--- src/rtl/mem_pkg.sv ---
// Shared types and constants for the boot-image memory loader.
package mem_pkg;

    typedef enum logic [2:0] {
        ST_IDLE,
        ST_LEN_LO,
        ST_LEN_HI,
        ST_DATA,
        ST_CSUM,
        ST_FIN
    } loader_state_t;

    localparam int unsigned LOADER_LEN_BYTES = 2;
    localparam int unsigned CSUM_WIDTH       = 8;
    localparam int unsigned BYTE_WIDTH       = 8;
    localparam int unsigned WORD_WIDTH       = 32;
    localparam int unsigned LEN_WIDTH        = LOADER_LEN_BYTES * BYTE_WIDTH;

endpackage

--- src/rtl/mem_loader_if.sv ---
// Byte-stream input and memory write port of the loader, grouped as one bus.
interface mem_loader_if #(
    parameter int unsigned ADDR_WIDTH = 9
);
    logic [7:0]            i_byte;
    logic                  i_byte_valid;
    logic                  o_byte_ready;
    logic                  o_wr_en;
    logic [ADDR_WIDTH-1:0] o_wr_addr;
    logic [31:0]           o_wr_data;

    modport slave (
        input  i_byte, i_byte_valid,
        output o_byte_ready, o_wr_en, o_wr_addr, o_wr_data
    );

    modport master (
        output i_byte, i_byte_valid,
        input  o_byte_ready, o_wr_en, o_wr_addr, o_wr_data
    );
endinterface

--- src/rtl/mem_loader_packer.sv ---
// Little-endian byte-to-word packer: lane counter, assembly shift register
// and a combinational word-complete flag for the lane-3 accept.
module byte_packer
    import mem_pkg::*;
(
    input  logic                  i_clk,
    input  logic                  i_rst,
    input  logic                  i_clear,
    input  logic                  i_accept,
    input  logic [BYTE_WIDTH-1:0] i_byte,
    output logic [WORD_WIDTH-1:0] o_word_c,
    output logic                  o_word_done_c
);
    logic [1:0]                       r_lane;
    logic [WORD_WIDTH-BYTE_WIDTH-1:0] r_word;

    // Newest byte enters at the top so the first byte lands in bits 7:0.
    always_ff @(posedge i_clk or posedge i_rst) begin
        if (i_rst) begin
            r_lane <= 2'd0;
            r_word <= '0;
        end else if (i_clear) begin
            r_lane <= 2'd0;
            r_word <= '0;
        end else if (i_accept) begin
            r_lane <= r_lane + 2'd1;
            r_word <= {i_byte, r_word[WORD_WIDTH-BYTE_WIDTH-1:BYTE_WIDTH]};
        end
    end

    assign o_word_c      = {i_byte, r_word};
    assign o_word_done_c = i_accept && (r_lane == 2'd3);

endmodule

--- src/rtl/mem_loader.sv ---
// Boot loader: parses a length-prefixed, XOR-checksummed byte image and
// writes it word by word into a 32-bit RAM starting at address 0.
module mem_loader
    import mem_pkg::*;
#(
    parameter  int unsigned DEPTH      = 512,
    localparam int unsigned ADDR_WIDTH = $clog2(DEPTH)
) (
    input  logic                 i_clk,
    input  logic                 i_rst,
    input  logic                 i_start,
    mem_loader_if.slave          bus,
    output logic                 o_busy,
    output logic                 o_done,
    output logic                 o_error,
    output logic [LEN_WIDTH-1:0] o_words_written
);
    loader_state_t         r_state;
    logic                  r_byte_ready;
    logic                  r_wr_en;
    logic [ADDR_WIDTH-1:0] r_wr_addr;
    logic [WORD_WIDTH-1:0] r_wr_data;
    logic [ADDR_WIDTH-1:0] r_addr;
    logic [LEN_WIDTH-1:0]  r_len;
    logic [CSUM_WIDTH-1:0] r_csum;
    logic                  r_busy;
    logic                  r_done;
    logic                  r_error;
    logic [LEN_WIDTH-1:0]  r_words_written;

    logic                  w_accept;
    logic                  w_start;
    logic                  w_data_accept;
    logic [LEN_WIDTH-1:0]  w_len_full;
    logic [WORD_WIDTH-1:0] w_word;
    logic                  w_word_done;

    assign w_accept      = bus.i_byte_valid && r_byte_ready;
    assign w_start       = i_start && ((r_state == ST_IDLE) || (r_state == ST_FIN));
    assign w_data_accept = w_accept && (r_state == ST_DATA);
    assign w_len_full    = {bus.i_byte, r_len[BYTE_WIDTH-1:0]};

    byte_packer u_packer (
        .i_clk         (i_clk),
        .i_rst         (i_rst),
        .i_clear       (w_start),
        .i_accept      (w_data_accept),
        .i_byte        (bus.i_byte),
        .o_word_c      (w_word),
        .o_word_done_c (w_word_done)
    );

    // Ready is registered alongside the state so it never looks at valid.
    always_ff @(posedge i_clk or posedge i_rst) begin
        if (i_rst) begin
            r_state         <= ST_IDLE;
            r_byte_ready    <= 1'b0;
            r_wr_en         <= 1'b0;
            r_wr_addr       <= '0;
            r_wr_data       <= '0;
            r_addr          <= '0;
            r_len           <= '0;
            r_csum          <= '0;
            r_busy          <= 1'b0;
            r_done          <= 1'b0;
            r_error         <= 1'b0;
            r_words_written <= '0;
        end else begin
            r_wr_en <= 1'b0;
            case (r_state)
                ST_IDLE, ST_FIN: begin
                    if (i_start) begin
                        r_state         <= ST_LEN_LO;
                        r_byte_ready    <= 1'b1;
                        r_busy          <= 1'b1;
                        r_done          <= 1'b0;
                        r_error         <= 1'b0;
                        r_words_written <= '0;
                        r_addr          <= '0;
                        r_len           <= '0;
                        r_csum          <= '0;
                    end
                end
                ST_LEN_LO: begin
                    if (w_accept) begin
                        r_len   <= LEN_WIDTH'(bus.i_byte);
                        r_state <= ST_LEN_HI;
                    end
                end
                ST_LEN_HI: begin
                    if (w_accept) begin
                        r_len <= w_len_full;
                        if (w_len_full > LEN_WIDTH'(DEPTH)) begin
                            r_state      <= ST_FIN;
                            r_byte_ready <= 1'b0;
                            r_busy       <= 1'b0;
                            r_done       <= 1'b1;
                            r_error      <= 1'b1;
                        end else if (w_len_full == '0) begin
                            r_state <= ST_CSUM;
                        end else begin
                            r_state <= ST_DATA;
                        end
                    end
                end
                ST_DATA: begin
                    if (w_accept) begin
                        r_csum <= r_csum ^ bus.i_byte;
                        if (w_word_done) begin
                            r_wr_en         <= 1'b1;
                            r_wr_addr       <= r_addr;
                            r_wr_data       <= w_word;
                            r_addr          <= r_addr + ADDR_WIDTH'(1);
                            r_words_written <= r_words_written + LEN_WIDTH'(1);
                            if ((r_words_written + LEN_WIDTH'(1)) == r_len) begin
                                r_state <= ST_CSUM;
                            end
                        end
                    end
                end
                ST_CSUM: begin
                    if (w_accept) begin
                        r_state      <= ST_FIN;
                        r_byte_ready <= 1'b0;
                        r_busy       <= 1'b0;
                        r_done       <= 1'b1;
                        r_error      <= (bus.i_byte != r_csum);
                    end
                end
                default: begin
                    r_state      <= ST_IDLE;
                    r_byte_ready <= 1'b0;
                    r_busy       <= 1'b0;
                end
            endcase
        end
    end

    assign bus.o_byte_ready = r_byte_ready;
    assign bus.o_wr_en      = r_wr_en;
    assign bus.o_wr_addr    = r_wr_addr;
    assign bus.o_wr_data    = r_wr_data;
    assign o_busy           = r_busy;
    assign o_done           = r_done;
    assign o_error          = r_error;
    assign o_words_written  = r_words_written;

endmodule

--- src/flat_wrapper.sv ---
// flat-port wrapper written by rule: the top's interface ports become plain ports
module mem_loader_flat import mem_pkg::*;
#(
    parameter  int unsigned DEPTH      = 512,
    localparam int unsigned ADDR_WIDTH = $clog2(DEPTH)
)
  (i_clk, i_rst, i_start, o_busy, o_done, o_error, o_words_written, bus_i_byte, bus_i_byte_valid, bus_o_byte_ready, bus_o_wr_en, bus_o_wr_addr, bus_o_wr_data);
  mem_loader_if #(.ADDR_WIDTH((9))) bus_i ();
  input  logic i_clk;
  input  logic i_rst;
  input  logic i_start;
  output logic o_busy;
  output logic o_done;
  output logic o_error;
  output logic [LEN_WIDTH-1:0] o_words_written;
  input wire logic [$bits(bus_i.i_byte)-1:0] bus_i_byte;
  input wire logic [$bits(bus_i.i_byte_valid)-1:0] bus_i_byte_valid;
  output wire logic [$bits(bus_i.o_byte_ready)-1:0] bus_o_byte_ready;
  output wire logic [$bits(bus_i.o_wr_en)-1:0] bus_o_wr_en;
  output wire logic [$bits(bus_i.o_wr_addr)-1:0] bus_o_wr_addr;
  output wire logic [$bits(bus_i.o_wr_data)-1:0] bus_o_wr_data;
  assign bus_i.i_byte = bus_i_byte;
  assign bus_i.i_byte_valid = bus_i_byte_valid;
  assign bus_o_byte_ready = bus_i.o_byte_ready;
  assign bus_o_wr_en = bus_i.o_wr_en;
  assign bus_o_wr_addr = bus_i.o_wr_addr;
  assign bus_o_wr_data = bus_i.o_wr_data;
  mem_loader #(.DEPTH(DEPTH)) u_core (.i_clk(i_clk), .i_rst(i_rst), .i_start(i_start), .bus(bus_i), .o_busy(o_busy), .o_done(o_done), .o_error(o_error), .o_words_written(o_words_written));
endmodule
--- config.mk ---
export PLATFORM = sky130hd
export DESIGN_NAME = mem_loader_flat
export DESIGN_NICKNAME = d
export VERILOG_FILES = /design/src/rtl/mem_pkg.sv /design/src/rtl/mem_loader_if.sv /design/src/rtl/mem_loader_packer.sv /design/src/rtl/mem_loader.sv /design/src/flat_wrapper.sv
export SDC_FILE = /design/constraint.sdc
export NUM_CORES = 1
export LEC_CHECK = 0
export ABC_AREA = 0
export CAP_MARGIN = 5
export CORE_MARGIN = 10
export CORE_UTILIZATION = 50
export CTS_BUF_LIST = sky130_fd_sc_hd__clkbuf_16
export DETAILED_ROUTE_END_ITERATION = 10
export MAX_ROUTING_LAYER = met4
export PLACE_DENSITY_LB_ADDON = 0.25
export SYNTH_ARGS = -nofsm -noshare
export SYNTH_HDL_FRONTEND = slang
export SYNTH_SLANG_ARGS = --single-unit
--- constraint.sdc ---
create_clock -name i_clk -period 6.3 [get_ports i_clk]
set_input_delay 0.945 -clock i_clk [delete_from_list [all_inputs] [get_ports i_clk]]
set_output_delay 0.945 -clock i_clk [all_outputs]
set_load 0.005 [all_outputs]
== Yosys cells after proc, flatten, opt, wreduce, memory -nomap -nowiden ==
Index checks and enable logic that the tools add are counted.

* Bits in registers: 123
* Input bits: 12
* Output and inout bits: 62
* Logic and storage cells: 102

* Add/subtract/negate cells: 3
* Order comparisons: 1
* Eq/ne operators: 16
* Mux-type cells: 43
* Bitwise logic cells: 3
* Reduce and logical (&&, ||, !) cells: 22

{| class="wikitable"
|+ Operator list
! cell !! count
|-
| 16-bit 2-to-1 mux || 5
|-
| 24-bit 2-to-1 mux || 2
|-
| 16-bit case mux with 3 select lines || 1
|-
| 16-bit case mux with 2 select lines || 1
|-
| 3-bit 2-to-1 mux || 9
|-
| 9-bit 2-to-1 mux || 3
|-
| 9-bit case mux with 2 select lines || 1
|-
| 16-bit by 1-bit adder with 16-bit output, second input constant || 1
|-
| 16-bit == test || 1
|-
| 16-bit by 10-bit > comparator with 1-bit output, second input constant || 1
|-
| 16-bit logical NOT || 1
|-
| 8-bit 2-to-1 mux || 2
|-
| 8-bit case mux with 2 select lines || 1
|-
| 3-bit case mux with 5 select lines || 1
|-
| 1-bit 2-to-1 mux || 12
|-
| 4-bit AND reduction || 3
|-
| 2-bit by 1-bit inequality test with 1-bit output, second input constant || 5
|-
| 5-bit AND reduction || 2
|-
| 9-bit by 1-bit adder with 9-bit output, second input constant || 1
|-
| 8-bit inequality test || 1
|-
| 8-bit XOR || 1
|-
| 7-bit AND reduction || 1
|-
| 3-bit by 2-bit == test with 1-bit output, second input constant || 2
|-
| 3-bit == test, second input constant || 2
|-
| other kinds (15) || 28
|}

== Logic depth before layout (Yosys ltp) ==
Gate-level depths: netlist (run 1).

* Depth after elaboration: 6
* Depth in mapped cells: 9
* Depth with buffers taken out: 8

== Hierarchy ==
A second synthesis (run 1) with hierarchy kept.

* Cell total of the unflattened synthesis: 677
* Area, all modules: 6073.3 µm²

{| class="wikitable"
|+ By module, submodules not included
! module !! instances !! cells an instance !! area each (µm²) !! sequential area each (µm²)
|-
| mem_loader || 1 || 582 || 4914.7 || 2427.3
|-
| byte_packer || 1 || 95 || 1158.6 || 650.6
|}

== Worst setup path after synthesis (run 1) ==
Ideal clock, no wire load.

* Path type: input port to flip-flop
* Start: in bus_i_byte[4]
* End: reg u_core.r_state[1]
* Library setup time: 78 ps
* Data arrival time: 2388 ps
* Required time: 6222 ps
* Path slack: 3834 ps
* Cell stages on the path: 6
* Path buffers: 1
* Cells stage by stage: clkbuf_1 nor4_1 nand3_1 or4b_2 o22ai_1 o2bb2ai_1

* Word-level cells in the longest chain between the ends: 5
* Elaborated cells between the ends (all ways): 6
* Classes of those cells: 1 x order compare; 4 x mux; 1 x reduce/logical

{| class="wikitable"
|+ Ends and longest elaborated chain
! element !! RTL line !! source
|-
| start: declaration || flat_wrapper.sv:16 || <nowiki>input wire logic [$bits(bus_i.i_byte)-1:0] bus_i_byte;</nowiki>
|-
| parallel branches: the longest is 2 deep, another holds 16-bit by 10-bit > comparator with 1-bit output || n/a ||
|-
| 3-bit 2-to-1 mux * || mem_loader.sv:93 || <nowiki>if (w_len_full > LEN_WIDTH'(DEPTH)) begin</nowiki>
|-
| 3-bit 2-to-1 mux * || mem_loader.sv:91 || <nowiki>if (w_accept) begin</nowiki>
|-
| 3-bit case mux with 5 select lines * || mem_loader.sv:70 || <nowiki>case (r_state)</nowiki>
|-
| end signal: assignment || mem_loader.sv:73 || <nowiki>r_state <= ST_LEN_LO;</nowiki>
|-
| end signal: assignment || mem_loader.sv:94 || <nowiki>r_state <= ST_FIN;</nowiki>
|-
| end signal: assignment || mem_loader.sv:100 || <nowiki>r_state <= ST_CSUM;</nowiki>
|-
| end: declaration || mem_loader.sv:18 || <nowiki>loader_state_t r_state;</nowiki>
|}

Every way passes the cells marked *. The select of a mux whose other input is x is not followed.
A chain may end at the register's enable or synchronous reset.

== Worst setup path in the final report (run 1) ==
* Start: in bus_i_byte_valid
* End: reg u_core.r_words_written[9], in the netlist u_core.o_words_written[9]

* Word-level cells in the longest chain between the ends: 5
* Elaborated cells between the ends (all ways): 6
* Classes of those cells: 2 x eq/ne; 4 x reduce/logical

{| class="wikitable"
|+ Ends and longest elaborated chain
! element !! RTL line !! source
|-
| start: declaration || flat_wrapper.sv:17 || <nowiki>input wire logic [$bits(bus_i.i_byte_valid)-1:0] bus_i_byte_valid;</nowiki>
|-
| 1-bit logical AND * || mem_loader.sv:38 || <nowiki>assign w_accept = bus.i_byte_valid && r_byte_ready;</nowiki>
|-
| 1-bit logical AND || mem_loader.sv:40 || <nowiki>assign w_data_accept = w_accept && (r_state == ST_DATA);</nowiki>
|-
| 1-bit logical AND || mem_loader_packer.sv:32 || <nowiki>assign o_word_done_c = i_accept && (r_lane == 2'd3);</nowiki>
|-
| 2-bit inequality test (no line) || n/a ||
|-
| 4-bit AND reduction (no line) * || n/a ||
|-
| end signal: assignment || mem_loader.sv:114 || <nowiki>r_words_written <= r_words_written + LEN_WIDTH'(1);</nowiki>
|-
| end: declaration || mem_loader.sv:29 || <nowiki>logic [LEN_WIDTH-1:0] r_words_written;</nowiki>
|}

Every way passes the cells marked *; elsewhere a longest branch is shown, timed or not.

==> results of run 1 <==
## power groups by stage
stage	registers (W)	clock network [W]	logic (W)
global route	0.00103	0.00101	0.000621
detailed placement	0.00103	0	0.000538
floorplan	0.000972	0	0.000442
CTS	0.00102	0.000973	0.000542
finish	0.00102	0.000961	0.000542
global placement	0.00102	0	0.000527
## synth_stat cells (2+ instances only)
library cell	number	area, µm²
o22ai_1	3	18.8
inv_1	22	82.6
nand2_1	202	758
nand3b_1	2	15.0
nor4_1	6	37.5
o31ai_1	10	75.1
nand3_1	24	120
dfrtp_1	123	3080
buf_1	3	11.3
buf_6	2	22.5
a21oi_1	32	160
nor3b_1	3	22.5
and2_1	5	31.3
buf_4	3	22.5
xnor2_1	11	96.3
and3_1	6	37.5
clkbuf_1	28	105
nor2_1	32	120
and3b_1	2	17.5
nor3_1	5	25.0
a31oi_1	8	50.1
or2_2	2	12.5
buf_2	6	30.0
or3_1	4	25.0
o21ai_1	2	10.0
ha_1	3	37.5
xor2_1	17	149
o2bb2ai_1	3	26.3
o41ai_1	4	35.0
a221oi_1	2	17.5
o21ai_0	68	340
nand4_1	8	50.1
## worst max-delay path by stage
stage | endpoint | from | slack (ns) | cells past startpoint
after global placement | u_core.r_addr[2] | bus_i_byte_valid | 2.67 | 9
after global routing | u_core.o_words_written[9] | bus_i_byte_valid | 2.67 | 8
final | u_core.o_words_written[9] | bus_i_byte_valid | 2.97 | 8
after detailed placement | u_core.o_words_written[9] | bus_i_byte_valid | 2.58 | 8
after floorplan | u_core.bus.o_wr_addr[0] | i_rst | 2.08 | 1
after CTS | u_core.o_words_written[9] | bus_i_byte_valid | 2.99 | 8
## final cells by class
| type | count | area (µm²) |
|---|---|---|
| multi-input combinational | 485 | 2510 |
| fill | 975 | 4260 |
| clock buffer | 17 | 425 |
| sequential | 123 | 3080 |
| clock inverter | 15 | 158 |
| tap | 143 | 179 |
| timing repair buffer | 78 | 768 |
| inverter | 23 | 88.8 |
## cells in the final DEF (no fill, tap or decap), types with 8 or more instances in the layout
cell / instances
a21oi_1: 32
a31oi_1: 8
clkbuf_16: 17
clkdlybuf4s50_1: 73
dfrtp_1: 123
inv_1: 22
nand2_1: 202
nand3_1: 24
nand4_1: 8
nor2_1: 32
o21ai_0: 68
o31ai_1: 10
xnor2_1: 11
xor2_1: 17
## stage by stage
stage	total power [W]	instances	instance area (µm²)	util (%)
finish	0.00252	884	7200	62.8
global route	0.00267	884	7200	62.8
CTS	0.00253	884	7200	62.8
detailed placement	0.00157	852	6620	57.7
global placement	0.00155	852	6620	57.7
floorplan	0.00141	674	5870	-
## sequential cells by signal, indices dropped and copies added, names as in the netlist, 3 cells and up
name / count
u_core.u_packer.r_word: 24
u_core.r_addr: 9
u_core.bus.o_wr_addr: 9
u_core.r_csum: 8
u_core.r_state: 3
u_core.o_words_written: 16
u_core.r_len: 16
u_core.bus.o_wr_data: 32
## cell families after synthesis
kind of cell	after synthesis	synth area share, %
AO/OA/AOI/OAI	140	14.0
XOR/XNOR	28	4.18
adder cells (fa/ha/maj)	3	0.640
buffers and inverters	66	4.82
flip-flops	123	52.5
AND/OR/NAND/NOR	314	23.9
## metal layers
layer,vias to the layer above,track usage (%),routed length (µm)
met2,169,26.9,6850
met5,-,-,0
li1,2382,-,-
met1,2420,24.0,6520
met3,32,5.22,1040
met4,0,7.75,260
## critical path: cells and delay by family
kind                   cells  cell delay [ns]
and+or+nand+nor            3             1.33
AOI/OAI and AO/OA          2             0.35
buffers and inverters      3             0.99
==> impl_metrics.py, run 1 <==
metrics = {
    "hold_path": {
        "min_path_type": "reg -> reg",
        "min-delay-start": "u_core.bus.o_wr_addr[8]",
        "holdPathStages": 2,
        "holdPathEnd": "u_core.bus.o_wr_addr[8]",
    },
    "critical_path": {
        "reg2reg_from": "u_core.r_state[1]",
        "r2r_slack_ns": 3.26,
        "crit_path_end_kind": "flop",
        "crit_path_max_incr_delay_ns": 0.65,
        "cp_max_fo": 39,
        "worstPathArrival_ns": 3.64,
        "cp_cell_sequence": "clkdlybuf4s50_1 -> and2_1 -> nand3_2 -> buf_4 -> inv_1 -> nor2_1 -> o21ai_0 -> o41ai_1",
        "start_kind": "input port",
        "cp.required_ns": 6.61,
        "ff2ff_path_depth": 7,
        "r2r_end": "u_core.o_words_written[9]",
        "critPathKind": "in -> reg",
        "slowest_stage": "nor2_1",
    },
    "floorplan": {
        "start_util_pct": 51.2,
        "die-area_mm2": 0.0165,
        "die_h_um": 128,
        "die_w_um": 128,
        "io_pins": 74,
        "core_mm2": 0.0115,
        "num_rows": 39,
    },
    "outcome": {
        "outcome": "complete, no violations",
    },
    "global_route": {
        "gr-usage-all-layers_pct": 18.6,
        "grt-ovfl-total": 0,
        "first_global_vias": 4813,
        "grt_pass1_wl_um": 24200,
        "grt_max_degree": 64,
        "antenna_found_initial": 0,
    },
    "finish": {
        "syn_to_final_growth_pct": 22.8,
        "nNetsFinal": 743,
        "diodes": 0,
        "drive_gt1_share_pct": 6.21,
    },
    "timing": {
        "hold_viol": 0,
        "fin_skew_ns": 0.00754,
        "rsz0062_at_grt": "no",
        "tightest_slew_ns": 0.938,
        "slew_headroom_pct": 37.3,
        "hold_slack_ns": 0.470,
        "setup_viol": 0,
        "slew_viol_final": 0,
        "setup_ws_ns": 2.97,
        "final.setup.tns_ns": 0,
        "clock.fmax_ghz": 0.300,
        "finalCriticalPeriod_ns": 3.33,
        "min_period_over_period_pct": 52.8,
    },
    "synthesis": {
        "synth_warnings": 0,
        "ys.flop_type": "dfrtp_1",
        "async_flop_share_pct": 100,
        "synth_edf_count": 0,
        "synth_nets": 689,
        "ys_seq_area_share_pct": 52.5,
        "synth_area_mm2": 0.00587,
        "netlist_instances": 674,
        "ys_ff_latch": 123,
        "syn_area_per_cell_um2": 8.71,
        "synthDistinctLibCells": 55,
    },
    "cts": {
        "clk_latency_ns": 0.42,
        "cts-htree-levels": 4,
        "numClockSinks": 123,
        "cts_tree": "yes",
        "cts_resized": 0,
        "clkTransAtPathRegs_ns": 0.05,
        "post-cts-setup-buffer-count": 0,
        "cts_root_buf": "clkbuf_16",
        "clock_path_buffers": 2,
        "cts_hold_buf": 0,
        "cts-buffers-inserted": 17,
    },
    "pwr": {
        "p_leak_nw": 3.31,
        "clockPowerShare_pct": 38.1,
        "internal-power_w": 0.00171,
        "seqPwrFrac_pct": 40.4,
        "pwr-share-comb_pct": 21.5,
        "p_sw_share_pct": 32.0,
        "netSwitchingPower_w": 0.000808,
        "power_density_mw_per_mm2": 350,
        "ir_drop_v": 0.000281,
    },
    "routing": {
        "ant_nets": 0,
        "wl_per_cell_um": 16.6,
        "vias": 5003,
        "drc": 0,
        "drt-total-wl_um": 14700,
        "drtIter0Drc": 477,
        "avgViaCountPerCell": 5.66,
        "drt_first_pass_iters": 6,
    },
    "run": {
        "drv_cap": 0,
    },
    "place": {
        "hpwl_um": 10100,
        "place_worst_setup_slack_ns": 2.58,
        "port_buffers": 73,
        "routabilityCongestion": 0.924,
    },
}
Note: power is estimated with default switching activity, not from simulation.
==> run 2, diff against run 1 <==
==> constraint.sdc (replaced) <==
create_clock -name i_clk -period 2.75 [get_ports i_clk]
set_input_delay 0.4125 -clock i_clk [delete_from_list [all_inputs] [get_ports i_clk]]
set_output_delay 0.4125 -clock i_clk [all_outputs]
set_load 0.005 [all_outputs]
==> run 2 against run 1 <==
Clock power up 140%. Register-to-register slack lost 3.1 ns. Worst hold slack better by 0.0010 ns. Clock skew decreased by 0.0022 ns. Via count rose by 3.1%. Sequential power rose by 130%. Global-route usage grew 0.90 points. Worst setup slack lost 2.8 ns. Power is 140% higher. Critical path type is now reg -> reg.
==> impl_metrics.py, run 2 (synthesized netlist as in run 1, its figures left out) <==
metrics = {
    "hold_path": {
        "min_path_type": "reg -> reg",
        "holdPathEnd": "u_core.bus.o_wr_data[7]",
        "min-delay-start": "u_core.u_packer.r_word[7]",
        "holdPathStages": 2,
    },
    "cts": {
        "clock_path_buffers": 2,
        "cts_tree": "yes",
        "post-cts-setup-buffer-count": 0,
        "cts-htree-levels": 4,
        "clk_latency_ns": 0.41,
        "cts-buffers-inserted": 17,
        "cts_resized": 0,
        "cts_hold_buf": 0,
        "numClockSinks": 123,
        "clkTransAtPathRegs_ns": 0.06,
        "cts_root_buf": "clkbuf_16",
    },
    "finish": {
        "nNetsFinal": 763,
        "largest_reg_flops": 32,
        "mostFrequentLayoutCells": "nand2_1 (202), dfrtp_1 (123), clkdlybuf4s50_1 (73)",
        "diodes": 0,
        "drive_gt1_share_pct": 8.80,
        "final_common_cell": "nand2_1",
        "syn_to_final_growth_pct": 26.2,
    },
    "routing": {
        "drt-total-wl_um": 15300,
        "drc": 0,
        "wl_per_cell_um": 17.0,
        "vias": 5160,
        "avgViaCountPerCell": 5.71,
        "drtIter0Drc": 495,
        "ant_nets": 0,
        "drt_first_pass_iters": 5,
    },
    "critical_path": {
        "cp_cell_sequence": "nand4_1 -> or4_4 -> a2111oi_4 -> nand4b_1 -> nor4_2 -> o22ai_1 -> o2bb2ai_1",
        "r2r_end": "u_core.r_state[1]",
        "critPathKind": "reg -> reg",
        "start_kind": "flop",
        "slowest_stage": "or4_4",
        "reg2reg_from": "u_core.o_words_written[10]",
        "cp_max_fo": 9,
        "crit_buf_inv": 0,
        "cp_top_family": "simple AND/OR/NAND/NOR gates",
        "cp.required_ns": 3.05,
        "ff2ff_path_depth": 7,
        "crit_path_end_kind": "flop",
        "crit_path_max_incr_delay_ns": 0.55,
        "cp.depth": 7,
        "worstPathArrival_ns": 2.89,
        "crit_start": "u_core.o_words_written[10]",
        "r2r_slack_ns": 0.15,
    },
    "global_route": {
        "first_global_vias": 5027,
        "grt-ovfl-total": 0,
        "met2_usage_pct": 29.1,
        "grt_use_met3_pct": 5.17,
        "grt_util_met1_pct": 25.2,
        "gr-usage-all-layers_pct": 19.5,
        "grt_pass1_wl_um": 25400,
        "top_usage_layer": "met2",
        "grt_max_degree": 88,
        "antenna_found_initial": 0,
    },
    "floorplan": {
        "num_rows": 39,
        "core_mm2": 0.0115,
        "die_w_um": 128,
        "die-area_mm2": 0.0165,
        "io_pins": 74,
        "die_h_um": 128,
        "start_util_pct": 51.2,
    },
    "timing": {
        "finalCriticalPeriod_ns": 2.60,
        "clock.fmax_ghz": 0.385,
        "tightest_slew_ns": 0.906,
        "rsz0062_at_grt": "no",
        "slew_viol_final": 0,
        "setup_viol": 0,
        "fin_skew_ns": 0.00534,
        "hold_viol": 0,
        "slew_headroom_pct": 39.4,
        "final.setup.tns_ns": 0,
        "min_period_over_period_pct": 94.5,
    },
    "pwr": {
        "power_w": 0.00604,
        "power_density_mw_per_mm2": 815,
        "p_leak_nw": 3.42,
        "ir_drop_v": 0.000614,
    },
    "place": {
        "port_buffers": 73,
        "hpwl_um": 10600,
        "routabilityCongestion": 0.910,
    },
    "outcome": {
        "outcome": "complete, no violations",
    },
    "run": {
        "drv_cap": 0,
    },
}
run 2: cell types whose count changed in the layout (fill, tap and decap cells not counted):
| cell | previous run | this run |
|---|---|---|
| bufinv_16 | 3 | 4 |
| inv_6 | 0 | 2 |
| buf_12 | 0 | 1 |
| buf_4 | 5 | 24 |
| clkinv_2 | 5 | 2 |
| inv_4 | 1 | 0 |
| clkinv_4 | 1 | 3 |
| inv_1 | 22 | 21 |
run 2: cell type report:
cell class | instances | area (µm²)
Fill cell | 971 | 4060
Clock buffer | 17 | 425
Clock inverter | 15 | 196
Multi-Input combinational cell | 485 | 2510
Tap cell | 143 | 179
Inverter | 23 | 90.1
Timing Repair Buffer | 98 | 931
Sequential cell | 123 | 3080
run 2: how the worst max path moves through the flow:
stage	to
after global routing	u_core.r_state[1]
final	u_core.r_state[1]
after CTS	u_core.r_state[1]
after floorplan	u_core.r_state[1]
after global placement	u_core.r_state[1]
after detailed placement	u_core.r_state[1]
run 2: metrics by stage:
| stage | std cells | setup WS, ns | area, µm² | hold WS (ns) | util (%) |
|---|---|---|---|---|---|
| 2_1_floorplan | 674 | 0.555 | 5870 | 0.439 | - |
| 3_3_place_gp | 872 | 0.331 | 6790 | 0.461 | 59.2 |
| 3_5_place_dp | 872 | 0.228 | 6790 | 0.462 | 59.2 |
| 4_1_cts | 904 | 0.184 | 7410 | 0.476 | 64.6 |
| 5_1_grt | 904 | 0.0394 | 7410 | 0.499 | 64.6 |
| 6_report | 904 | 0.152 | 7410 | 0.471 | 64.6 |
run 2: power breakdown:
group,total [W],internal [W],switching [W]
Sequential,0.00232,0.00205,0.000268
Combinational,0.00138,0.000526,0.000851
Clock,0.00234,0.00151,0.000827
run 2: layer usage:
layer | up-vias | part of all wire [%]
met5 | - | 0
met1 | 2538 | 45
met4 | 0 | 1.6
met2 | 171 | 47
met3 | 27 | 6.8
li1 | 2424 | -
run 2: tightest hold or removal path: cells and delay by family, from the launching register on:
kind,cells,cell delay (ns)
DFF,1,0.34
and+or+nand+nor,2,0.10
==> run 3, diff against run 2 <==
--- a/config.mk
+++ b/config.mk
@@ -11,6 +11,7 @@
 export CORE_UTILIZATION = 50
 export CTS_BUF_LIST = sky130_fd_sc_hd__clkbuf_16
 export DETAILED_ROUTE_END_ITERATION = 10
+export GPL_TIMING_DRIVEN = 0
 export MAX_ROUTING_LAYER = met4
 export PLACE_DENSITY_LB_ADDON = 0.25
 export SYNTH_ARGS = -nofsm -noshare
==> run 3 against run 2 <==
Sequential share of layout area up 0.19 points. Largest power group is now sequential cells. Clock power decreased by 9.4%. Critical endpoint unchanged. Via count grew 1.0%. Power decreased by 3.9%. Combinational power about the same. Flip-flop and latch count is the same. Die area is the same.
==> impl_metrics.py, run 3 (synthesized netlist as in run 1, its figures left out) <==
metrics = {
    "timing": {
        "slew_viol_final": 0,
        "min_period_over_period_pct": 93.0,
        "fin_skew_ns": 0.00451,
        "slew_headroom_pct": 53.5,
        "finalCriticalPeriod_ns": 2.56,
        "rsz0062_at_grt": "no",
        "clock.fmax_ghz": 0.391,
        "hold_viol": 0,
        "setup_viol": 0,
        "tightest_slew_ns": 0.698,
    },
    "routing": {
        "ant_nets": 0,
        "wl_per_cell_um": 17.2,
        "vias": 5214,
        "avgViaCountPerCell": 5.66,
        "drt_first_pass_iters": 5,
        "drc": 0,
        "drtIter0Drc": 526,
        "drt-total-wl_um": 15800,
    },
    "cts": {
        "cts_resized": 0,
        "clkTransAtPathRegs_ns": 0.06,
        "cts-buffers-inserted": 17,
        "cts_root_buf": "clkbuf_16",
        "cts_tree": "yes",
        "clk_latency_ns": 0.41,
        "clock_path_buffers": 2,
        "numClockSinks": 123,
        "cts_hold_buf": 0,
        "post-cts-setup-buffer-count": 0,
        "cts-htree-levels": 4,
    },
    "hold_path": {
        "min_path_type": "in -> async",
    },
    "floorplan": {
        "die_h_um": 128,
        "num_rows": 39,
        "start_util_pct": 51.2,
        "core_mm2": 0.0115,
        "die-area_mm2": 0.0165,
        "io_pins": 74,
        "die_w_um": 128,
    },
    "finish": {
        "fin_cells": 921,
        "nNetsFinal": 780,
        "syn_to_final_growth_pct": 25.7,
        "diodes": 0,
        "mostFrequentLayoutCells": "nand2_1 (202), dfrtp_1 (122), clkdlybuf4s50_1 (69)",
        "finalInstanceArea_mm2": 0.00738,
        "drive_gt1_share_pct": 7.20,
        "final_common_cell": "nand2_1",
        "largest_reg_flops": 32,
    },
    "critical_path": {
        "crit_path_end_kind": "flop",
        "cp.required_ns": 3.04,
        "worstPathArrival_ns": 2.85,
        "start_kind": "flop",
        "crit_path_max_incr_delay_ns": 0.47,
        "slowest_stage": "dfrtp_2",
        "ff2ff_path_depth": 9,
        "cp_cell_sequence": "ha_1 -> and4_2 -> clkbuf_1 -> and3_1 -> nor4b_1 -> nand4b_1 -> nor4_4 -> o22ai_1 -> o2bb2ai_1",
        "critPathKind": "reg -> reg",
        "cp_max_fo": 7,
    },
    "place": {
        "placed_cells": 889,
        "hpwl_um": 11300,
        "placed_area_mm2": 0.00680,
        "routabilityCongestion": 0.886,
        "port_buffers": 69,
    },
    "global_route": {
        "grt_pass1_wl_um": 25900,
        "first_global_vias": 4957,
        "grt-ovfl-total": 0,
        "gr-usage-all-layers_pct": 20.1,
        "antenna_found_initial": 0,
        "grt_max_degree": 44,
    },
    "outcome": {
        "outcome": "complete, no violations",
    },
    "pwr": {
        "ir_drop_v": 0.000471,
        "p_leak_nw": 3.38,
        "power_density_mw_per_mm2": 787,
    },
    "run": {
        "drv_cap": 0,
    },
}
-- run 3: cell count changes in the layout (fill, tap and decap cells not counted), moves of 3 or more --
cell,delta
clkbuf_1,+28
buf_4,-21
buf_2,+6
clkdlybuf4s50_1,-4
buf_1,+3
-- run 3: stage by stage --
stage	setup WS (ns)	TNS [ns]	hold slack, ns	total power [W]	utilization (%)
after global placement	-0.262	-32.16	0.458	0.00363	58.8
final	0.193	0	0.396	0.00581	64.3
after floorplan	0.555	0	0.439	0.00324	-
after global routing	0.00172	0	0.433	0.00614	64.3
after CTS	0.0454	0	0.410	0.00580	64.2
after detailed placement	-0.0621	-0.402	0.458	0.00368	59.3
-- run 3: path summary, 6_finish.rpt --
check                                     startpoint                  endpoint  slack, ns
setup / recovery           u_core.o_words_written[0]         u_core.r_state[1]       0.19
hold / removal                                 i_rst   u_core.bus.o_wr_addr[3]       0.40
setup reg to reg           u_core.o_words_written[0]         u_core.r_state[1]       0.19
hold reg to reg              u_core.bus.o_wr_data[7]   u_core.bus.o_wr_data[7]       0.47
max in group asynchronous                      i_rst          u_core.r_csum[2]       1.31
min in group i_clk                     bus_i_byte[4]  u_core.bus.o_wr_data[28]       0.42
-- run 3: final cells by class --
type / instances / area, µm²
multi-input combinational: 485 / 2520
timing repair buffer: 72 / 751
clock inverter: 15 / 134
tap: 143 / 179
fill: 960 / 4090
buffer: 43 / 196
clock buffer: 17 / 425
inverter: 23 / 90.1
sequential: 123 / 3080
-- run 3: per-layer routing --
layer	up-vias	wire length (µm)	GRT usage, %
li1	2469	-	-
met1	2568	7300	27.1
met2	159	7440	29.6
met3	18	895	3.98
met4	0	163	6.75
met5	-	0	-
-- run 3: where the power goes --
| group | internal [W] | switching [W] | total [W] |
|---|---|---|---|
| logic | 0.000522 | 0.000891 | 0.00141 |
| registers | 0.00205 | 0.000220 | 0.00227 |
| clock network | 0.00131 | 0.000806 | 0.00212 |
-- run 3: critical path: cells and delay by family (launching register included) --
family                     cells  cell delay, ns
DFF                            1            0.47
buffers and inverters          1            0.17
AOI/OAI and AO/OA              2            0.26
and+or+nand+nor                5            1.26
adders and majority gates      1            0.29
